## config.mk

```make
export PLATFORM = sky130hd
export DESIGN_NAME = display_window
export DESIGN_NICKNAME = d
export VERILOG_FILES = /design/src/rtl/display_window.sv
export SDC_FILE = /design/constraint.sdc
export NUM_CORES = 1
export LEC_CHECK = 0
export CAP_MARGIN = 20
export CORE_MARGIN = 5
export CORE_UTILIZATION = 40
export DETAILED_ROUTE_END_ITERATION = 6
export DONT_BUFFER_PORTS = 1
export SYNTH_ARGS = -nofsm -noshare
export SYNTH_HDL_FRONTEND = slang
export SYNTH_SLANG_ARGS = --single-unit
export TNS_END_PERCENT = 50
```

## constraint.sdc

```tcl
create_clock -name clk -period 3.4 [get_ports clk]
set_input_delay 0.34 -clock clk [delete_from_list [all_inputs] [get_ports clk]]
set_output_delay 0.34 -clock clk [all_outputs]
set_load 0.05 [all_outputs]
```

## src/rtl/display_window.sv

```systemverilog
// display_window: maps VGA xpos/ypos to a frame-buffer read address with a per-frame
// latched integer upscale (1x/2x/4x), compensates RAM read latency and emits VGA_RGB
// aligned with display_valid.
// Optional border around the image window: define DISPLAY_WINDOW_BORDER_EN.
module display_window #(
  parameter int unsigned      PIX_W      = 12,
  parameter int unsigned      W          = 200,
  parameter int unsigned      H          = 150,
  parameter int unsigned      STARTROW   = 0,
  parameter int unsigned      STARTCOL   = 0,
  parameter int unsigned      ADDR_W     = 15,
  parameter int unsigned      RAM_LAT    = 1,
  parameter logic [7:0]       SHOW_STATE = 8'h03,
  parameter int unsigned      BORDER_W   = 2,
  parameter logic [PIX_W-1:0] BORDER_RGB = 12'hFFF
) (
  input  logic              clk,
  input  logic              rst_n,
  input  logic [11:0]       xpos,
  input  logic [11:0]       ypos,
  input  logic [7:0]        state,
  input  logic [1:0]        scale,
  input  logic [PIX_W-1:0]  pixel_data,
  output logic [ADDR_W-1:0] rd_addr,
  output logic              rd_en,
  output logic              display_valid,
  output logic [PIX_W-1:0]  VGA_RGB
);

  localparam logic [12:0] LP_COL0 = 13'(STARTCOL);
  localparam logic [12:0] LP_ROW0 = 13'(STARTROW);

  // Elaboration-time parameter legality
  if (RAM_LAT < 1 || RAM_LAT > 4) begin : g_bad_ram_lat
    $error("display_window: RAM_LAT must be in 1..4");
  end
  if (W * H > (1 << ADDR_W)) begin : g_bad_addr_w
    $error("display_window: W*H does not fit in ADDR_W bits");
  end
  if (BORDER_W > 255 || $bits(BORDER_RGB) != PIX_W) begin : g_bad_border
    $error("display_window: illegal border configuration");
  end

  logic [1:0]         r_scale_q;     // latched shift amount (0, 1 or 2)
  logic               w_origin;
  logic [1:0]         w_scale_dec;
  logic [1:0]         w_shift;
  logic [12:0]        w_x13;
  logic [12:0]        w_y13;
  logic [12:0]        w_x_hi;
  logic [12:0]        w_y_hi;
  logic               w_in_x;
  logic               w_in_y;
  logic               w_show;
  logic               w_in_win;
  logic [11:0]        w_rx;
  logic [11:0]        w_ry;
  logic               r_win0;
  logic [11:0]        r_rx0;
  logic [11:0]        r_ry0;
  logic [RAM_LAT-1:0] r_vld_sr;
  logic               w_vld_dly;

  assign w_origin    = (xpos == 12'd0) && (ypos == 12'd0);
  // Reserved encoding 11 behaves as 1x
  assign w_scale_dec = (scale == 2'b01) ? 2'd1 : (scale == 2'b10) ? 2'd2 : 2'd0;
  // Pixel (0,0) already uses the value being latched in the same cycle
  assign w_shift     = w_origin ? w_scale_dec : r_scale_q;

  // 13-bit bounds: 4x of a 12-bit-range window cannot overflow the comparison
  assign w_x13    = {1'b0, xpos};
  assign w_y13    = {1'b0, ypos};
  assign w_x_hi   = LP_COL0 + (13'(W) << w_shift);
  assign w_y_hi   = LP_ROW0 + (13'(H) << w_shift);
  assign w_in_x   = (w_x13 >= LP_COL0) && (w_x13 < w_x_hi);
  assign w_in_y   = (w_y13 >= LP_ROW0) && (w_y13 < w_y_hi);
  assign w_show   = (state == SHOW_STATE);
  assign w_in_win = w_in_x && w_in_y && w_show;
  assign w_rx     = 12'((w_x13 - LP_COL0) >> w_shift);
  assign w_ry     = 12'((w_y13 - LP_ROW0) >> w_shift);

  assign w_vld_dly = r_vld_sr[RAM_LAT-1];

`ifdef DISPLAY_WINDOW_BORDER_EN
  logic [13:0]        w_x14;
  logic [13:0]        w_y14;
  logic               w_bdr_x;
  logic               w_bdr_y;
  logic               w_bdr;
  logic               r_bdr0;
  logic               r_bdr1;
  logic [RAM_LAT-1:0] r_bdr_sr;

  // Outer box is the window grown by BORDER_W; unsigned coords clip it at 0
  assign w_x14   = {2'b00, xpos};
  assign w_y14   = {2'b00, ypos};
  assign w_bdr_x = (w_x14 + 14'(BORDER_W) >= 14'(STARTCOL)) &&
                   (w_x14 < {1'b0, w_x_hi} + 14'(BORDER_W));
  assign w_bdr_y = (w_y14 + 14'(BORDER_W) >= 14'(STARTROW)) &&
                   (w_y14 < {1'b0, w_y_hi} + 14'(BORDER_W));
  assign w_bdr   = w_show && w_bdr_x && w_bdr_y && !(w_in_x && w_in_y);

  // Border flag travels alongside the valid flag so colours line up
  always_ff @(posedge clk or negedge rst_n) begin
    if (!rst_n) begin
      r_bdr0   <= 1'b0;
      r_bdr1   <= 1'b0;
      r_bdr_sr <= '0;
    end else begin
      r_bdr0   <= w_bdr;
      r_bdr1   <= r_bdr0;
      r_bdr_sr <= RAM_LAT'({r_bdr_sr, r_bdr1});
    end
  end
`endif

  // Scale is latched only at the frame origin so a change never tears the image
  always_ff @(posedge clk or negedge rst_n) begin
    if (!rst_n) begin
      r_scale_q <= 2'd0;
    end else if (w_origin) begin
      r_scale_q <= w_scale_dec;
    end
  end

  // Stage 0: window test and source coordinates
  always_ff @(posedge clk or negedge rst_n) begin
    if (!rst_n) begin
      r_win0 <= 1'b0;
      r_rx0  <= 12'd0;
      r_ry0  <= 12'd0;
    end else begin
      r_win0 <= w_in_win;
      r_rx0  <= w_rx;
      r_ry0  <= w_ry;
    end
  end

  // Stage 1: linear read address; held while outside the window
  always_ff @(posedge clk or negedge rst_n) begin
    if (!rst_n) begin
      rd_addr <= '0;
      rd_en   <= 1'b0;
    end else begin
      rd_en <= r_win0;
      if (r_win0) begin
        rd_addr <= ADDR_W'(32'(r_ry0) * W + 32'(r_rx0));
      end
    end
  end

  // Valid delay matching the RAM read latency
  always_ff @(posedge clk or negedge rst_n) begin
    if (!rst_n) begin
      r_vld_sr <= '0;
    end else begin
      r_vld_sr <= RAM_LAT'({r_vld_sr, rd_en});
    end
  end

  // Output register: image pixel, border colour or black
  always_ff @(posedge clk or negedge rst_n) begin
    if (!rst_n) begin
      VGA_RGB       <= '0;
      display_valid <= 1'b0;
    end else if (w_vld_dly) begin
      VGA_RGB       <= pixel_data;
      display_valid <= 1'b1;
    end else begin
`ifdef DISPLAY_WINDOW_BORDER_EN
      VGA_RGB       <= r_bdr_sr[RAM_LAT-1] ? BORDER_RGB : '0;
`else
      VGA_RGB       <= '0;
`endif
      display_valid <= 1'b0;
    end
  end

endmodule
```

==> out/results.txt, run 1 <==
The count of port buffers added during placement came out at 0. For the worst setup path, the data required time is 3.66 ns. The number of max-slew violations in the final report was 0; the sequential cell fraction of total power was 0.314. The combinational fraction of design power was 0.337. The average routed wire per standard cell is 16.0 µm, and the share of the cycle needed by the critical path after routing is 1.05. Power density normalized to cell area: 501 nW/µm². For the I/O pin count, the log shows 77. At the end of routability-driven placement, the weighted congestion stood at 0.876.

The core region is 9330 µm². In the layout the commonest cells are sky130_fd_sc_hd__dfrtp_1 (57), sky130_fd_sc_hd__ha_1 (44), sky130_fd_sc_hd__mux2i_1 (41), sky130_fd_sc_hd__inv_1 (33), sky130_fd_sc_hd__buf_4 (24). Global routing finished with a remaining overflow of 0. CTS built an H-tree with a depth of 3. For this block, the via count after detailed routing is 2641. The row count is 35, and the post-detailed-route DRC marker count is 0. The cell accounting for the most synthesized area was sky130_fd_sc_hd__dfrtp_1.

Entering global routing, the biggest net connects 58 pins. The synthesized design contains 57 register bits. TritonCTS built the clock tree. The fraction of power spent switching nets was 0.295.

The tightest min-delay check is of the in2reg type. The worst path in the final design needs a cycle of 3.59 ns, including I/O delays and setup. Across the run, the number of max-cap violations was 0.

The run gives 0.151 as the all-layer global routing usage. The clock network power share was 0.349; the post-route worst setup slack was -0.186 ns. The share of async-settable or async-resettable flops after synthesis is 1.00. Measured along the x axis, the die boundary spans 108 µm. The maximum VDD drop is 269 µV. Leaving out fill and tap cells, the most frequent cell in the layout is sky130_fd_sc_hd__dfrtp_1. Setup violations remaining at the end of the flow were counted as 2. Power comes to 2250 µW. The logs give 47 for the number of distinct standard cells referenced by the synthesized netlist and 1590 µW for the internal cell power. Summing all non-filler instances in the final layout gives an area of 4500 µm². In this run the worst path has a maximum fanout of 3. The ratio of cells with drive above 1 in the final layout works out to 0.164.

Using the TritonRoute via totals, the vias-per-cell ratio works out to 5.02. For the number of buffers created by CTS, the log shows 9. CTS placed an instance of sky130_fd_sc_hd__clkbuf_8 at the clock tree root. The tools report the sort of element at the start of the critical path as a flip-flop.

The top-area cell type share of the netlist area works out to 0.371. When the netlist entered floorplanning its net count stood at 465. From synthesis to final layout, the design area changed by 17.0%.

The initial cell density of the core was 0.412. The run gives 0.00503 ns as the maximum clock skew at final layout. After clock tree synthesis, the clock-pin slew on the worst setup and hold paths is 0.07 ns. The worst slew margin relative to its limit is 0.561, and the post-DP HPWL is 6.75 mm. The first global-routing pass estimated 13.9 mm of wire. The remaining antenna violation count after routing is 0. The cell area after synthesis was 3850 µm²; the via count of the first global-routing pass was 2796.

The logs give 2 for the buffer levels on the longest clock path and 11700 µm² for the die area. The first routing iteration left 110 violations. The insertion delay to the later sink of the worst-skew pair was 0.34 ns; the switching component of the power was 664 µW.

The number of antenna violations at the first check in global routing is 0, and the final layout net count is 495. The Yosys step of the flow raised 0 warnings. Kind of critical path: reg2reg. Setup repair after global routing could not meet its margin everywhere. Prior to clock tree synthesis, the placed netlist has a worst setup slack of -0.222 ns.

The run gives 0.371 as the sequential element share of the synthesized area. The number of hold-slack violations in the final timing report is 0, and the maximum operating frequency is 279 MHz. 0 antenna diodes ended up in the layout.

Yosys attributes the largest share of cell area to sky130_fd_sc_hd__dfrtp_1 (37%), sky130_fd_sc_hd__ha_1 (16%), sky130_fd_sc_hd__mux2i_1 (11%). The placed instances occupy a cell area of 4130 µm². The run finished, with violations left. Clock tree synthesis found a total of 57 sinks. Synthesis produced 362 cells.

The floorplan die height works out to 108 µm. The number of detailed-routing iterations run before antenna repair is 4. The checks that failed: setup timing. After routing, the total negative slack on setup checks comes to -0.254 ns. For the worst setup path, the data arrival time is 3.85 ns.

At the pin with the least slew margin, the transition time is 0.659 ns. The worst setup path is captured at a flip-flop. Among all flip-flop cells after synthesis, the most frequent one is sky130_fd_sc_hd__dfrtp_1. The analysis attributes to cell leakage a power of 0.00209 µW. The number of enable-type register cells in the synthesized netlist came out at 0. The average cell area after synthesis is 10.6 µm², and the detailed-route wire length is 8.44 mm.
## final cells by class
class | instances | area [µm²]
well taps | 129 | 161
fillers | 871 | 4830
clock buffers | 9 | 124
flip-flops and latches | 57 | 1430
inverters | 37 | 144
repair buffers | 26 | 218
clock inverters | 7 | 125
multi-input cells | 261 | 2300
## cells by family (layout without fill, tap and decap cells)
logic type | Yosys count | in the layout | synth area share
muxes | 50 | 50 | 0.133
and+or+nand+nor | 79 | 79 | 0.107
adders and majority gates | 56 | 56 | 0.195
buffers and inverters | 44 | 79 | 0.0543
AOI/OAI and AO/OA | 59 | 59 | 0.0976
DFF | 57 | 57 | 0.371
xor gates and xnor gates | 17 | 17 | 0.0423
## registers in the layout, summed over array words and instances (netlist names)
signal / flops
r_rx0: 12
rd_en: 1
display_valid: 1
r_win0: 1
r_ry0: 12
rd_addr: 15
VGA_RGB: 12
r_scale_q: 2
r_vld_sr: 1
## through the flow
stage	hold slack, ns	instances	util
floorplan	0.0444	362	-
global placement	0.0474	504	0.443
detailed placement	0.0471	504	0.443
CTS	0.118	525	0.480
global route	0.0992	526	0.482
finish	0.131	526	0.482
## critical path, cell delays in order, from the launching register on
cell and delay, ns:
sky130_fd_sc_hd__dfrtp_1 0.40, sky130_fd_sc_hd__ha_1 0.34, sky130_fd_sc_hd__ha_4 0.23, sky130_fd_sc_hd__fa_1 0.54, sky130_fd_sc_hd__ha_4 0.21, sky130_fd_sc_hd__nor2b_2 0.16, sky130_fd_sc_hd__o31a_1 0.26, sky130_fd_sc_hd__a21oi_2 0.14
sky130_fd_sc_hd__ha_1 0.25, sky130_fd_sc_hd__a21o_1 0.22, sky130_fd_sc_hd__a2111oi_4 0.23, sky130_fd_sc_hd__nor3_2 0.11, sky130_fd_sc_hd__nand3_1 0.09, sky130_fd_sc_hd__xnor3_1 0.21, sky130_fd_sc_hd__a21oi_1 0.12
## final timing paths
check	from	end	slack [ns]	cells past startpoint
min reg2reg	r_rx0[0]$_DFF_PN0_	rd_addr[0]$_DFFE_PN0P_	0.48	1
min	pixel_data[3]	VGA_RGB[3]$_DFF_PN0_	0.13	1
max	r_ry0[2]$_DFF_PN0_	rd_addr[14]$_DFFE_PN0P_	-0.19	14
max in group asynchronous	rst_n	r_ry0[4]$_DFF_PN0_	2.63	2
min in group asynchronous	rst_n	rd_addr[14]$_DFFE_PN0P_	0.52	2
max reg2reg	r_ry0[2]$_DFF_PN0_	rd_addr[14]$_DFFE_PN0P_	-0.19	14
## metal layers
layer | global-route usage | up-vias | share of wire
li1 | - | 1326 | -
met1 | 0.175 | 1256 | 0.42
met2 | 0.266 | 52 | 0.52
met3 | 0.0478 | 7 | 0.056
met4 | 0.0487 | 0 | 0.0088
met5 | 0 | - | 0
## synthesized netlist by cell type (2+ instances only)
cell type	number
sky130_fd_sc_hd__inv_1	35
sky130_fd_sc_hd__o311a_1	2
sky130_fd_sc_hd__o31ai_1	3
sky130_fd_sc_hd__nand3_1	2
sky130_fd_sc_hd__and2_1	15
sky130_fd_sc_hd__a21boi_0	2
sky130_fd_sc_hd__nor4_1	7
sky130_fd_sc_hd__nor3_1	3
sky130_fd_sc_hd__ha_1	48
sky130_fd_sc_hd__a21oi_1	17
sky130_fd_sc_hd__nand2_1	15
sky130_fd_sc_hd__o211ai_1	4
sky130_fd_sc_hd__clkbuf_1	3
sky130_fd_sc_hd__mux2_2	9
sky130_fd_sc_hd__xnor2_1	16
sky130_fd_sc_hd__mux2i_1	41
sky130_fd_sc_hd__nor2_1	21
sky130_fd_sc_hd__o21a_1	3
sky130_fd_sc_hd__nor2b_1	6
sky130_fd_sc_hd__and3_1	3
sky130_fd_sc_hd__o21ai_0	14
sky130_fd_sc_hd__nor4b_1	3
sky130_fd_sc_hd__dfrtp_1	57
sky130_fd_sc_hd__a21o_1	3
sky130_fd_sc_hd__fa_1	7
sky130_fd_sc_hd__a211o_1	2
## power groups by stage
| stage | Combinational [µW] | Sequential (µW) | Clock (µW) |
|---|---|---|---|
| finish | 759 | 708 | 786 |
| floorplan | 496 | 718 | 0 |
| global placement | 674 | 721 | 0 |
| detailed placement | 682 | 722 | 0 |
| CTS | 751 | 708 | 799 |
| global route | 857 | 710 | 840 |
## repair_timing
action	4_1_cts	5_1_grt
pin swaps	4	2
hold buffers	2	0
endpoints found under the setup margin	2	5
hold endpoints to repair	57	0
gates resized for setup	6	6
setup buffers	3	1
(Power assumes the default switching activity.)
==> inputs of run 2 (changes only) <==
--- a/config.mk
+++ b/config.mk
@@ -10,6 +10,7 @@
 export CORE_UTILIZATION = 40
 export DETAILED_ROUTE_END_ITERATION = 6
 export DONT_BUFFER_PORTS = 1
+export REMOVE_ABC_BUFFERS = 1
 export SYNTH_ARGS = -nofsm -noshare
 export SYNTH_HDL_FRONTEND = slang
 export SYNTH_SLANG_ARGS = --single-unit
==> out/results.txt, run 2 (synthesis gave the netlist of run 1 again) <==
The run finished, with violations left. The checks that failed: setup timing. The top cell types in the final layout, fill and taps aside, are sky130_fd_sc_hd__dfrtp_1 (57), sky130_fd_sc_hd__ha_1 (42), sky130_fd_sc_hd__mux2i_1 (41), sky130_fd_sc_hd__inv_1 (33), sky130_fd_sc_hd__buf_4 (33). Setup repair after global routing could not meet its margin everywhere.

Dividing total power by cell area gives a power density of 496 nW/µm². The average routed wire per standard cell is 15.4 µm, and the number of clock sinks is 57. Subtracting the final worst setup slack from the clock period gives 3.63 ns. The run gives 2854 as the via count of the first global-routing pass. The repair_antennas step left the layout with diodes totalling 0.

The number of antenna violations at the first check in global routing was 0. Clock skew on the completed layout was measured at 0.00986 ns. Capturing element of the worst setup path: rd_addr[14]$_DFFE_PN0P_. The floorplan die height was 108 µm; the required time of the critical path was 3.67 ns. The count of nets left with antenna violations once routing finished came out at 0.

For the pin with the worst max-slew slack, the measured transition is 0.693 ns. For the initial cell density of the core, the log shows 0.412. The logs give 2712 for the overall via count from detail_route and -0.23 ns for the reg2reg setup slack. In this run the horizontal extent of the chip is 108 µm. The insertion delay to the later sink of the worst-skew pair is 0.34 ns.

The per-cell via count in the routed design is 5.06, and the combinational fraction of design power is 0.373. Leakage component of the power: 0.00214 µW. Number of max-slew violations in the final report: 0. Clock tree root driver cell: sky130_fd_sc_hd__clkbuf_8. The ratio of cells with drive above 1 in the final layout was 0.199. STA classifies the critical path startpoint as a flip-flop.

After clock tree synthesis, the clock-pin slew on the worst setup and hold paths is 0.07 ns. The final standard cell utilization of the core is 0.493. In this run the critical register-to-register path is launched from r_ry0[3]$_DFF_PN0_. The most common cell after layout, fill and taps aside is sky130_fd_sc_hd__dfrtp_1.

In this run the standard cell core region covers 9330 µm². The tools report the clock network power share as 0.317. After detailed placement, the design holds a cell count of 516. The post-route worst setup slack was -0.226 ns; the peak fanout along the critical path was 3. For the number of max-cap violations, the log shows 0. The type of the worst min-delay path was in2reg. The HPWL after detailed placement is 6.52 mm. Setup violations remaining at the end of the flow were counted as 4.

The share of the cycle needed by the critical path after routing works out to 1.07. 77 I/O pins were placed. In this run the core area contains 35 standard-cell rows.

After detailed routing, the number of remaining DRC violations is 0. The detailed-route wire length was 8.26 mm; the sequential cell fraction of total power was 0.310. The worst register-to-register path ends at rd_addr[14]$_DFFE_PN0P_. Launch point of the worst path: r_ry0[3]$_DFF_PN0_.

Number of detailed-routing iterations run before antenna repair: 4. Static timing analysis puts the maximum clock frequency at 276 MHz. The die covers 11700 µm².

Kind of end point of the critical path: a flip-flop. The finished layout holds 536 standard cells, fillers aside. The tools report the aggregate global routing overflow as 0. The first global-routing pass estimated 13.8 mm of wire. TritonCTS built the clock tree.

Register name with the most flops: rd_addr. The run gives 505 as the final layout net count. The flip-flop count of the largest register after layout works out to 15. The critical path arrival was 3.89 ns.

The tools report the internal cell power as 1570 µW. For the number of buffers created by CTS, the log shows 9. Measured in cells, the most critical reg-to-reg path has a length of 15.

The H-tree generated during clock tree synthesis spans 3 levels. The worst slew margin relative to its limit was 0.538. The worst setup path is of the reg2reg kind.

Switching component of the power: 709 µW. The tools report the maximum number of pins on one net before global-route repair as 58. The area overhead of the layout relative to synthesis is 19.7%, and the number of hold-slack violations in the final timing report is 0. The count of port buffers added during placement is 0, and the violation count after the first detailed-routing iteration is 147. The global placer's final weighted congestion was 0.889. IR analysis of the VDD net gives a maximum drop of 205 µV.

The all-layer global routing usage is 0.150, and the fraction of power spent switching nets is 0.311. The clock passes through at most 2 buffers.
-- run 2: cell count changes in the layout (fill, tap and decap cells not counted), sizes merged --
cell and delta:
clkinvlp +2, clkinv -1, buf +10, bufinv -1
-- run 2: timing repair --
item,4_1_cts,5_1_grt
buffers inserted,0,2
hold buffers,2,0
hold endpoints to repair,57,0
pin swaps,1,10
gates cloned,0,0
resized for setup,14,15
endpoints found under the setup margin,4,5
-- run 2: how the worst min path moves through the flow --
stage,endpoint,start,cells past startpoint,slack [ns]
after floorplan,VGA_RGB[0]$_DFF_PN0_,rst_n,0,0.04
after global placement,rd_addr[13]$_DFFE_PN0P_,rst_n,0,0.05
after detailed placement,rd_addr[13]$_DFFE_PN0P_,rst_n,0,0.05
after CTS,VGA_RGB[10]$_DFF_PN0_,pixel_data[10],1,0.11
after global routing,VGA_RGB[3]$_DFF_PN0_,pixel_data[3],1,0.11
final,VGA_RGB[1]$_DFF_PN0_,pixel_data[1],1,0.13
-- run 2: routing by layer --
layer / part of all wire / track usage
met5: 0 / 0
met4: 0.011 / 0.0388
met3: 0.052 / 0.0400
met2: 0.48 / 0.246
met1: 0.46 / 0.198
-- run 2: power by group through the flow --
stage          registers (µW)  clock network [µW]  logic [µW]
3_5_place_dp              721                   0         703
4_1_cts                   708                 738         790
5_1_grt                   710                 773         953
6_report                  708                 723         853
2_1_floorplan             718                   0         470
3_3_place_gp              721                   0         691
-- run 2: layout make-up --
class                           count  area (µm²)
Fill cell                         860        4720
Multi-Input combinational cell    261        2350
Sequential cell                    57        1430
Timing Repair Buffer               36         297
Tap cell                          129         161
Inverter                           37         144
Clock buffer                        9         124
Clock inverter                      7         101
-- run 2: critical path, cell delays in order, from the launching register on --
cell                      delay [ns]
sky130_fd_sc_hd__dfrtp_1        0.42
sky130_fd_sc_hd__ha_1           0.29
sky130_fd_sc_hd__ha_1           0.31
sky130_fd_sc_hd__fa_1           0.54
sky130_fd_sc_hd__ha_4           0.21
sky130_fd_sc_hd__nor2b_4        0.12
sky130_fd_sc_hd__o31a_1         0.27
sky130_fd_sc_hd__a21oi_2        0.16
sky130_fd_sc_hd__ha_1           0.25
sky130_fd_sc_hd__a21o_1         0.20
sky130_fd_sc_hd__buf_6          0.13
sky130_fd_sc_hd__nor3_4         0.12
sky130_fd_sc_hd__nor3_2         0.07
sky130_fd_sc_hd__nand3_1        0.09
sky130_fd_sc_hd__xnor3_1        0.22
sky130_fd_sc_hd__a21oi_1        0.14
-- run 2: metrics by stage --
step                      worst slack, ns  hold WS (ns)  instance area [µm²]  total power, µW  TNS (ns)
after global placement             -0.303        0.0466                 4180             1410    -0.627
after global routing               -0.362         0.111                 4600             2440     -1.11
after detailed placement           -0.365        0.0464                 4180             1420    -0.843
after floorplan                    -0.269        0.0444                 3780             1190    -0.408
final                              -0.226         0.129                 4600             2280    -0.520
after CTS                          -0.251         0.114                 4490             2240    -0.451
==> inputs of run 3 (changes only) <==
--- a/config.mk
+++ b/config.mk
@@ -8,9 +8,10 @@
 export CAP_MARGIN = 20
 export CORE_MARGIN = 5
 export CORE_UTILIZATION = 40
+export CTS_CLUSTER_SIZE = 24
 export DETAILED_ROUTE_END_ITERATION = 6
 export DONT_BUFFER_PORTS = 1
-export REMOVE_ABC_BUFFERS = 1
+export GPL_TIMING_DRIVEN = 0
 export SYNTH_ARGS = -nofsm -noshare
 export SYNTH_HDL_FRONTEND = slang
 export SYNTH_SLANG_ARGS = --single-unit
==> out/results.txt, run 3 (synthesis gave the netlist of run 1 again) <==
The run gives -0.226 ns as the post-route worst setup slack. The count of port buffers added during placement is 0. Ratio of cells with drive above 1 in the final layout: 0.174. Clock tree root driver cell: sky130_fd_sc_hd__clkbuf_8.

Kind of critical path: reg2reg. In this run, CTS created clock tree buffers numbering 9. The number of hold-slack violations in the final timing report came out at 0.

The register with the most flip-flops in the layout has 15 of them. Derived from the worst setup path, the maximum achievable clock frequency is 276 MHz. The per-cell via count in the routed design came out at 5.08. The time the worst path needs with I/O delays and setup was 3.63 ns. Final standard cell utilization of the core: 0.486. For the pin with the worst max-slew slack, the measured transition is 0.535 ns. The path class of the tightest hold or removal check is in2reg. TritonCTS built the clock tree. For this block, the routed nets add up to 8.75 mm of wire. Clock latency on the worst-skew pair, taken at its later pin, is 0.33 ns. In the layout the commonest cells are sky130_fd_sc_hd__dfrtp_1 (54), sky130_fd_sc_hd__mux2i_1 (41), sky130_fd_sc_hd__ha_1 (37), sky130_fd_sc_hd__inv_1 (34), sky130_fd_sc_hd__nor2_1 (19).

The run gives 0 as the post-detailed-route DRC marker count. The initial cell density of the core was 0.412; the required time of the critical path was 3.66 ns. For the final routed database, the setup TNS stands at -0.425 ns. STA classifies the critical path endpoint as a flip-flop. The number of antenna diodes in the final layout is 0. The all-layer global routing usage is 0.155. Across the VDD grid, the largest voltage drop is 172 µV. More flip-flops sit in one register than any other, and that register is rd_addr.

The row count was 35. The flow ran to the end, but the final reports show violations. The run gives 2643 as the overall via count from detail_route. Setup repair after global routing could not meet its margin everywhere. The share of the cycle needed by the critical path after routing works out to 1.07. The via count of the first global-routing pass was 2864; the worst slew margin relative to its limit was 0.643. The count of cells in the finished layout, fillers not included, comes to 520.

Once placement completed, the tool counted placed cells totaling 491. The CTS H-tree depth is 3. The checks that failed: setup timing.

The first global-routing pass estimated 14.1 mm of wire. The number of max-slew violations in the final report is 0, and the critical path arrival is 3.88 ns. STA classifies the critical path startpoint as a flip-flop. The floorplan step defined a die boundary enclosing 11700 µm².

The power density normalized to cell area works out to 477 nW/µm². Peak fanout along the critical path: 3. Counting every sink on the clock net gives 57. For the violation count after the first detailed-routing iteration, the log shows 95.

The logs give 4 for the number of detailed-routing iterations run before antenna repair and 0 for the number of antenna violations at the first check in global routing. The setup check on the worst reg-to-reg path leaves a slack of -0.23 ns. Clock-pin slew was measured on the worst setup and hold paths at 0.08 ns. The most common cell after layout, fill and taps aside is sky130_fd_sc_hd__dfrtp_1. Entering global routing, the biggest net connects 58 pins.

The floorplan die height is 108 µm. For the number of inserted filler cells in the final layout, the log shows 877. The design draws 2160 µW. Width of the die: 108 µm. The logs give 489 for the final layout net count and 77 for the I/O pin count.

For the global placer's final weighted congestion, the log shows 0.840. The tightest hold path in the finished design has a slack of 0.131 ns. The average routed wire per standard cell is 16.8 µm, and the remaining antenna violation count after routing is 0.

Clock skew on the completed layout was measured at 0.00860 ns. In this run the deepest clock path goes through 2 buffers. Number of setup violations in the final report: 2. Summed over all layers, the global routing overflow is 0. The analysis attributes to cell leakage a power of 0.00205 µW. Max-cap violations in this run came to 0. The region available for standard cell placement spans 9330 µm². The area overhead of the layout relative to synthesis is 17.8%. Detailed placement ended at an HPWL of 6.72 mm.
run 3: final timing paths:
kind,from,end,depth (start not counted)
worst max-delay path,r_ry0[4]$_DFF_PN0_,rd_addr[14]$_DFFE_PN0P_,16
worst min-delay path,pixel_data[7],VGA_RGB[7]$_DFF_PN0_,1
worst max register to register,r_ry0[4]$_DFF_PN0_,rd_addr[14]$_DFFE_PN0P_,16
worst min register to register,r_vld_sr$_DFF_PN0_,display_valid$_DFF_PN0_,0
max in group asynchronous,rst_n,r_ry0[4]$_DFF_PN0_,2
min in group asynchronous,rst_n,rd_addr[13]$_DFFE_PN0P_,2
run 3: stage by stage:
stage | cell area (µm²) | setup slack (ns)
after floorplan | 3880 | -0.0197
after global placement | 4040 | -0.527
after detailed placement | 4040 | -0.553
after CTS | 4410 | -0.216
after global routing | 4530 | -0.354
final | 4530 | -0.226
run 3: cell type report:
class,instances,area (µm²),share of cell area
well taps,129,161,0.0356
plain buffers,7,68.8,0.0152
multi-input cells,261,2380,0.526
flip-flops and latches,57,1430,0.316
clock buffers,9,124,0.0273
inverters,37,144,0.0318
clock inverters,7,101,0.0224
repair buffers,13,120,0.0265
run 3: layer usage:
metal  vias up  track usage  part of all wire
met5         -            0                 0
met3        11       0.0484             0.051
met1      1266        0.180              0.42
met2        47        0.272              0.51
met4         0       0.0478             0.017
li1       1319            -                 -
run 3: repair_timing:
| item | CTS | global route |
|---|---|---|
| endpoints found under the setup margin | 5 | 6 |
| pin swaps | 3 | 16 |
| gates resized for setup | 6 | 22 |
| buffers inserted | 7 | 4 |
| endpoints found under the hold margin | 57 | 0 |
| hold buffers | 2 | 0 |
run 3: report_power, final:
group | switching (µW) | leakage, µW | internal (µW)
registers | 16.8 | 0.000738 | 694
logic | 363 | 0.00120 | 369
clock network | 298 | 0.000106 | 419
total | 678 | 0.00205 | 1480
run 3: critical path, cell delays in order, from the launching register on:
cell	delay (ns)
sky130_fd_sc_hd__dfrtp_2	0.45
sky130_fd_sc_hd__ha_4	0.23
sky130_fd_sc_hd__ha_1	0.27
sky130_fd_sc_hd__inv_1	0.06
sky130_fd_sc_hd__fa_1	0.53
sky130_fd_sc_hd__inv_1	0.07
sky130_fd_sc_hd__ha_4	0.27
sky130_fd_sc_hd__o21a_1	0.11
sky130_fd_sc_hd__o31a_1	0.17
sky130_fd_sc_hd__a21oi_2	0.05
sky130_fd_sc_hd__ha_1	0.32
sky130_fd_sc_hd__a21o_1	0.21
sky130_fd_sc_hd__a2111oi_4	0.30
sky130_fd_sc_hd__nor3_2	0.08
sky130_fd_sc_hd__nand3_1	0.09
sky130_fd_sc_hd__xnor3_1	0.21
sky130_fd_sc_hd__a21oi_1	0.12
